`config.mk`:
```
export PLATFORM = sky130hd
export DESIGN_NAME = sensor_reg_reader
export DESIGN_NICKNAME = d
export VERILOG_FILES = /design/src/rtl/sensor_reg_reader.sv
export SDC_FILE = /design/constraint.sdc
export NUM_CORES = 1
export LEC_CHECK = 0
export BUFFER_PORTS_ARGS = -buffer_cell sky130_fd_sc_hd__buf_4
export CAP_MARGIN = 5
export CORE_MARGIN = 2
export CORE_UTILIZATION = 25
export DETAILED_ROUTE_END_ITERATION = 10
export GPL_TIMING_DRIVEN = 0
export SLEW_MARGIN = 20
export SYNTH_ARGS = -nofsm -noshare
export SYNTH_HDL_FRONTEND = slang
export SYNTH_SLANG_ARGS = --single-unit
```
`constraint.sdc`:
```
create_clock -name clk -period 2.7 [get_ports clk]
set_input_delay 0.135 -clock clk [delete_from_list [all_inputs] [get_ports clk]]
set_output_delay 0.135 -clock clk [all_outputs]
set_load 0.01 [all_outputs]
```
`src/rtl/sensor_reg_reader.sv`:
```
// Sweeps the sensor register file and frames the bytes as a telemetry packet
// on a valid/ready byte stream. Define SENSOR_READER_CHKSUM_EN to append a checksum byte.
module sensor_reg_reader #(
  parameter int         FIRST_ADDR = 1,
  parameter int         LAST_ADDR  = 25,
  parameter logic [7:0] SYNC_BYTE  = 8'hA5
) (
  input  logic       clk,
  input  logic       rst,
  input  logic       start,
  output logic       busy,
  output logic [7:0] addr,
  input  logic [7:0] data,
  output logic [7:0] tx_data,
  output logic       tx_valid,
  input  logic       tx_ready,
  output logic       pkt_done,
  output logic [7:0] drop_cnt
);

  localparam logic [7:0] LEN_BYTE = 8'(LAST_ADDR - FIRST_ADDR + 1);
  localparam logic [7:0] FIRST_A  = 8'(FIRST_ADDR);
  localparam logic [7:0] LAST_A   = 8'(LAST_ADDR);

  typedef enum logic [2:0] {
    IDLE, SYNC, LEN, FETCH, SEND
`ifdef SENSOR_READER_CHKSUM_EN
    , CHK
`endif
  } state_t;

  // Stream handshake: a byte moves only on a rising edge with tx_valid & tx_ready;
  // while tx_valid is high and unaccepted, tx_data and tx_valid are held.
  state_t     state, state_d;
  logic [7:0] addr_d, tx_data_d, drop_d;
  logic       tx_valid_d, pkt_done_d;
  logic       accept;

`ifdef SENSOR_READER_CHKSUM_EN
  logic [7:0] sum, sum_d;
`endif

  assign accept = tx_valid & tx_ready;
  assign busy   = (state != IDLE);

  always_comb begin
    state_d    = state;
    addr_d     = addr;
    tx_data_d  = tx_data;
    tx_valid_d = tx_valid;
    pkt_done_d = 1'b0;
`ifdef SENSOR_READER_CHKSUM_EN
    sum_d      = sum;
`endif
    case (state)
      IDLE: begin
        if (start) begin
          state_d    = SYNC;
          tx_data_d  = SYNC_BYTE;
          tx_valid_d = 1'b1;
`ifdef SENSOR_READER_CHKSUM_EN
          sum_d      = 8'd0;
`endif
        end
      end
      SYNC: begin
        if (accept) begin
          state_d   = LEN;
          tx_data_d = LEN_BYTE;
        end
      end
      LEN: begin
        if (accept) begin
          state_d    = FETCH;
          addr_d     = FIRST_A;
          tx_valid_d = 1'b0;
        end
      end
      // One dead cycle so data has settled from the registered addr.
      FETCH: begin
        state_d    = SEND;
        tx_data_d  = data;
        tx_valid_d = 1'b1;
`ifdef SENSOR_READER_CHKSUM_EN
        sum_d      = sum + data;
`endif
      end
      SEND: begin
        if (accept) begin
          if (addr != LAST_A) begin
            state_d    = FETCH;
            addr_d     = addr + 8'd1;
            tx_valid_d = 1'b0;
          end else begin
`ifdef SENSOR_READER_CHKSUM_EN
            state_d   = CHK;
            tx_data_d = (~sum) + 8'd1;
`else
            state_d    = IDLE;
            addr_d     = 8'd0;
            tx_valid_d = 1'b0;
            pkt_done_d = 1'b1;
`endif
          end
        end
      end
`ifdef SENSOR_READER_CHKSUM_EN
      CHK: begin
        if (accept) begin
          state_d    = IDLE;
          addr_d     = 8'd0;
          tx_valid_d = 1'b0;
          pkt_done_d = 1'b1;
        end
      end
`endif
      default: begin
        state_d    = IDLE;
        addr_d     = 8'd0;
        tx_valid_d = 1'b0;
      end
    endcase
  end

  always_comb begin
    drop_d = drop_cnt;
    if (start && (state != IDLE) && (drop_cnt != 8'hFF)) drop_d = drop_cnt + 8'd1;
  end

  always_ff @(posedge clk or posedge rst) begin
    if (rst) begin
      state    <= IDLE;
      addr     <= 8'd0;
      tx_data  <= 8'd0;
      tx_valid <= 1'b0;
      pkt_done <= 1'b0;
      drop_cnt <= 8'd0;
`ifdef SENSOR_READER_CHKSUM_EN
      sum      <= 8'd0;
`endif
    end else begin
      state    <= state_d;
      addr     <= addr_d;
      tx_data  <= tx_data_d;
      tx_valid <= tx_valid_d;
      pkt_done <= pkt_done_d;
      drop_cnt <= drop_d;
`ifdef SENSOR_READER_CHKSUM_EN
      sum      <= sum_d;
`endif
    end
  end

endmodule

```
* Yosys cells after proc, flatten, opt, wreduce, memory -nomap -nowiden
Cells that the tools add are included.
Cells by class: add/sub/neg operators 2, eq/ne operators 11, multipliers 0, reduce and logical (&&, ||, !) cells 11, shifts and indexed selects 0, bitwise operators 3, divide/modulo/power cells 0, $lt $le $gt $ge 0, multiplexer cells 19
Operators by type and width (count):
- $pmux W8 S3 | 2
- $mux W8 | 5
- $add A8 B1 Y8 const B | 2
- $pmux W3 S5 | 1
- $mux W3 | 4
- $reduce_and A3 Y1 | 3
- $ne A2 B2 Y1 const B | 4
- $ne A8 B5 Y1 const B | 1
- $ne A8 B8 Y1 const B | 1
- $eq A3 B2 Y1 const B | 2
- $reduce_bool A3 Y1 | 2
- $mux W1 | 5
- $pmux W1 S4 | 1
- $reduce_and A4 Y1 | 1
- $eq A3 B1 Y1 const B | 1
- $eq A3 B3 Y1 const B | 1
- $logic_not A3 Y1 | 1
- $reduce_or A3 Y1 | 1
- $logic_and A1 B1 Y1 | 2
- $mux W2 | 1
- $ne A2 B1 Y1 const B | 1
- $not A1 Y1 | 2
- $reduce_or A2 Y1 | 1
- $and A1 B1 Y1 | 1
Word-level totals: latch bits 0, register bits after elaboration 29, memory bits (read-only) 0, output and inout port bits 27, word-level logic and storage cells 52, memories 0, RAM bits 0

* Depth between registers and ports, before layout
depth in word-level cells 4, mapped depth 6, depth with buffers taken out 6

* Least setup slack after synthesis
No wires, ideal clock.
path type flip-flop to flip-flop, start register state[1], end register tx_data[3], data required time 2573 ps, path slack 953 ps, arrival 1619 ps, library setup time 127 ps, cell stages (with the launch flop) 6, cells stage by stage dfrtp_1 -> buf_6 -> or3_1 -> o22ai_1 -> buf_4 -> mux2_1
Between the ends: word-level cells in the longest chain between the ends 3
RTL lines:
- start, declared | RTL line 34 | state_t state, state_d;
- start signal, assigned | RTL line 142 | state <= state_d;
- $eq A3 B1 Y1 (tied with other cells) | RTL line 55 | case (state)
- $ne A2 B2 Y1 (no source line) / $reduce_bool A3 Y1 (equally long branches)
- $reduce_and A3 Y1 (no source line)
- end signal, assigned | RTL line 144 | tx_data <= tx_data_d;
- end, declared | RTL line 14 | output logic [7:0] tx_data,
Several ways; a longest one is shown, not always the timed one. A chain may end at the register's enable or synchronous reset.

* Final worst setup path
start register state[0], end register tx_data[3]
The elaborated chain is that of the path after synthesis.

==> reports/results.txt <==
The run finished with clean final reports. The tools report the global router's overall resource usage as 11.1%. The total power divided by cell area was 979 nW/um2. The clock tree synthesis step divided the H-tree into 2 levels. Worst hold path endpoint: tx_data[6]$_DFFE_PP0P_. The worst stage delay on the critical path came out at 0.39 ns. The cell sitting at the root of the clock tree is a sky130_fd_sc_hd__clkbuf_8.

The number of max-slew violations in the final report is 0, and the clock slew at the register clock pins of the worst setup and hold paths is 0.06 ns. Synthesis handed over a netlist of 151 instances. The tools report the startpoint kind of the worst setup timing path as a flop.

The first global-routing pass estimated 5480 um of wire. Setup slack on the worst reg-to-reg path comes out at 0.87 ns. The number of unique standard cell types used by synthesis came out at 38. The sort of element at the end of the critical path is a flop. Routability-driven placement finished with a final weighted congestion of 0.770. Library cell contributing the largest single delay on the critical path: sky130_fd_sc_hd__or3_1. The clock arrives with 0.00326 ns of skew. Cells with a size suffix above 1 make up 29.1% of the layout. The initial core utilization was 25.5%; the number of design-rule violations left by the first detailed-router iteration was 38.

Clock tree synthesis inserted a total of 5 buffers. The clock period could shrink to 1.83 ns. The buffers inserted during post-CTS setup optimization is 0. Final-stage net count: 212. The die covers 6590 um2.

sky130_fd_sc_hd__dfrtp_1 takes more of the synthesized area than any other cell. The number of cells on the critical path works out to 5. The overall routed net length is 3270 um, and the number of global-route vias before repair is 1197. Count of buffering cells on the critical path with inverters included: 2. The maximum fanout count along the critical path is 10, and the post-route antenna net violation count is 0. The number of placed cells counting well taps was 264; the number of enable flip-flop cells after synthesis was 0.

The run gives 271 as the count of placed standard cells in the final layout, fillers left out. Compared with the post-synthesis result, the final layout area differs by 31.1%. The synthesized design contains 29 register bits. The max-slew headroom at the worst pin came out at 58.9%. The most used flip-flop cell after synthesis is sky130_fd_sc_hd__dfrtp_1. The fraction of registers with async set or reset after synthesis works out to 100%. By area the synthesized netlist is led by sky130_fd_sc_hd__dfrtp_1 (49%), sky130_fd_sc_hd__a21oi_1 (4.4%), sky130_fd_sc_hd__o21ai_0 (4.0%), sky130_fd_sc_hd__nand3_1 (3.0%), sky130_fd_sc_hd__and3_1 (2.9%). For the worst setup path, the data required time is 2.86 ns. The number of port buffers came out at 38. For this design the top-level I/O count stands at 39. The worst hold path begins at data[6]. Derived from the worst setup path, the maximum achievable clock frequency is 0.546 GHz. The min-delay analysis places its worst path in the category input port to flop. In this run the vertical extent of the chip is 81.2 um.

A synthesized cell averages 9.87 um2. The number of nets in the synthesized netlist came out at 166. The number of antenna violations at the first check in global routing was 0; the data arrival at the endpoint of the critical path was 1.99 ns.

The type of the worst setup path is flop to flop. Dividing the detail-routed wire length by the instance count gives 12.1 um. The number of rows in the core area is 28. The run gives 1 as the number of hold buffers added after CTS.

By instance count, the leading cell after synthesis is sky130_fd_sc_hd__dfrtp_1. The Yosys step of the flow raised 0 warnings. Ranked by instance count, the synthesized netlist is headed by sky130_fd_sc_hd__dfrtp_1 (29), sky130_fd_sc_hd__a21oi_1 (13), sky130_fd_sc_hd__o21ai_0 (12).

Setup repair after global routing left no endpoint under its margin. The worst hold path was traced through 3 stages. In this run the cell area of the synthesized design comes to 1490 um2.

Of the synthesized area, sequential elements account for 48.7%. After clock tree synthesis, the repair step resized 0 gates. The run gives 0 as the number of antenna repair diodes. The kind of cell adding the most delay to the critical path was buffers and inverters.

The total area inside the core boundary comes to 5850 um2. The cell count of the worst reg-to-reg path came out at 5. For the final routed database, the setup TNS stands at 0 ns. The run gives 29 as the clock sink count. The clock latency on the worst-skew pair is 0.28 ns.

The sum of overflow across all layers after global routing came out at 0. Measured along the x axis, the die boundary spans 81.2 um. The leakage power total came out at 0.915 nW. The first TritonRoute pass finished after 4 iterations. At the pin with the least slew margin, the transition time is 0.615 ns. The run gives 0 as the total setup violations reported at the end of the flow. The maximum buffer depth of the clock tree came out at 2. The worst register-to-register path begins at state[0]$_DFFE_PP0P_. After detailed routing, the number of remaining DRC violations is 0. The terminus of the critical flop-to-flop path was tx_data[3]$_DFFE_PP0P_.

Count of final hold-check violations: 0. The run gives 0 as the number of max-capacitance violations reported. TritonCTS built the clock tree. The signal on the critical path passes through clkbuf_1 > or3_1 > o22ai_1 > buf_4 > mux2_1.

The final route contains 1255 vias. IR analysis of the VDD net gives a maximum drop of 0.493 mV. The run gives 30 as the maximum number of pins on one net before global-route repair. After layout, the worst path uses 67.8% of the clock period. Using the TritonRoute via totals, the vias-per-cell ratio works out to 4.63.

The share of the synthesized area in the top cell type is 48.7%, and the detailed placement HPWL is 2380 um.
==> worst max path at each step <==
stage | startpoint | endpoint | slack, ns
6_report | state[0]$_DFFE_PP0P_ | tx_data[3]$_DFFE_PP0P_ | 0.87
5_1_grt | state[0]$_DFFE_PP0P_ | tx_data[3]$_DFFE_PP0P_ | 0.75
4_1_cts | state[0]$_DFFE_PP0P_ | tx_data[3]$_DFFE_PP0P_ | 0.86
3_5_place_dp | state[0]$_DFFE_PP0P_ | tx_data[3]$_DFFE_PP0P_ | 0.88
3_3_place_gp | state[0]$_DFFE_PP0P_ | tx_data[3]$_DFFE_PP0P_ | 0.87
2_1_floorplan | state[1]$_DFFE_PP0P_ | tx_data[3]$_DFFE_PP0P_ | 0.95
==> cell usage in the layout (no fill, tap or decap), types with 2 or more instances in the layout <==
| cell | count |
|---|---|
| sky130_fd_sc_hd__a21oi_1 | 13 |
| sky130_fd_sc_hd__a31oi_1 | 6 |
| sky130_fd_sc_hd__and3_1 | 7 |
| sky130_fd_sc_hd__buf_4 | 39 |
| sky130_fd_sc_hd__buf_6 | 2 |
| sky130_fd_sc_hd__clkbuf_1 | 3 |
| sky130_fd_sc_hd__clkbuf_8 | 5 |
| sky130_fd_sc_hd__dfrtp_1 | 29 |
| sky130_fd_sc_hd__ha_1 | 3 |
| sky130_fd_sc_hd__inv_1 | 10 |
| sky130_fd_sc_hd__mux2_2 | 2 |
| sky130_fd_sc_hd__nand2_1 | 6 |
| sky130_fd_sc_hd__nand2b_1 | 3 |
| sky130_fd_sc_hd__nand3_1 | 9 |
| sky130_fd_sc_hd__nand4_1 | 2 |
| sky130_fd_sc_hd__nor2_1 | 8 |
| sky130_fd_sc_hd__nor2b_1 | 2 |
| sky130_fd_sc_hd__o21ai_0 | 12 |
| sky130_fd_sc_hd__o22ai_1 | 5 |
| sky130_fd_sc_hd__o31ai_1 | 2 |
| sky130_fd_sc_hd__o31ai_2 | 2 |
| sky130_fd_sc_hd__xnor2_1 | 5 |
| sky130_fd_sc_hd__xor2_1 | 2 |
==> kinds of logic (layout without fill, tap and decap cells) <==
logic type	Yosys count	count (layout)	synth area share, %
AND/OR/NAND/NOR	45	45	16.7
adder cells (fa/ha/maj)	3	3	2.52
buffers and inverters	19	64	6.13
XOR/XNOR	7	7	4.11
multiplexers	3	3	2.27
AO/OA/AOI/OAI	45	45	19.6
flip-flops	29	29	48.7
==> sequential cells by signal, summed over array words and instances (netlist names) <==
| register | count |
|---|---|
| drop_cnt | 8 |
| state | 3 |
| addr | 8 |
| pkt_done | 1 |
| tx_data | 8 |
| tx_valid | 1 |
==> worst register-to-register path, stage by stage (launching register included) <==
cell                       delay (ns)
sky130_fd_sc_hd__dfrtp_1         0.37
sky130_fd_sc_hd__clkbuf_1        0.19
sky130_fd_sc_hd__or3_1           0.39
sky130_fd_sc_hd__o22ai_1         0.23
sky130_fd_sc_hd__buf_4           0.20
sky130_fd_sc_hd__mux2_1          0.32
==> power by group <==
part,switching (W),internal (W),total (W),leakage [nW]
Clock,0.000151,0.000169,0.000320,0.0399
Combinational,0.000471,0.000421,0.000892,0.509
Sequential,0.000120,0.000580,0.000700,0.365
==> per-stage QoR <==
stage | util [%] | power [W] | worst slack [ns] | instance area [um2] | hold WS [ns]
5_1_grt | 33.4 | 0.00207 | 0.745 | 1950 | 0.102
6_report | 33.4 | 0.00191 | 0.870 | 1950 | 0.0929
2_1_floorplan | - | 0.00126 | 0.953 | 1490 | 0.213
4_1_cts | 33.4 | 0.00195 | 0.860 | 1950 | 0.0906
3_5_place_dp | 32.0 | 0.00161 | 0.877 | 1870 | 0.266
3_3_place_gp | 32.0 | 0.00160 | 0.868 | 1870 | 0.371
==> layout make-up <==
type / count / area, um2
Fill cell: 603 / 3900
Sequential cell: 29 / 726
Multi-Input combinational cell: 103 / 673
Timing Repair Buffer: 39 / 295
Tap cell: 75 / 93.8
Clock buffer: 5 / 68.8
Buffer: 8 / 50.0
Inverter: 11 / 41.3
Clock inverter: 1 / 5.00
==> metal layers <==
metal	global-route usage, %	vias to the layer above	routed length (um)
met4	6.27	0	72
met5	0	-	0
met2	16.8	27	1500
met3	3.22	8	168
li1	-	637	-
met1	14.1	583	1530
(Power assumes the default switching activity.)
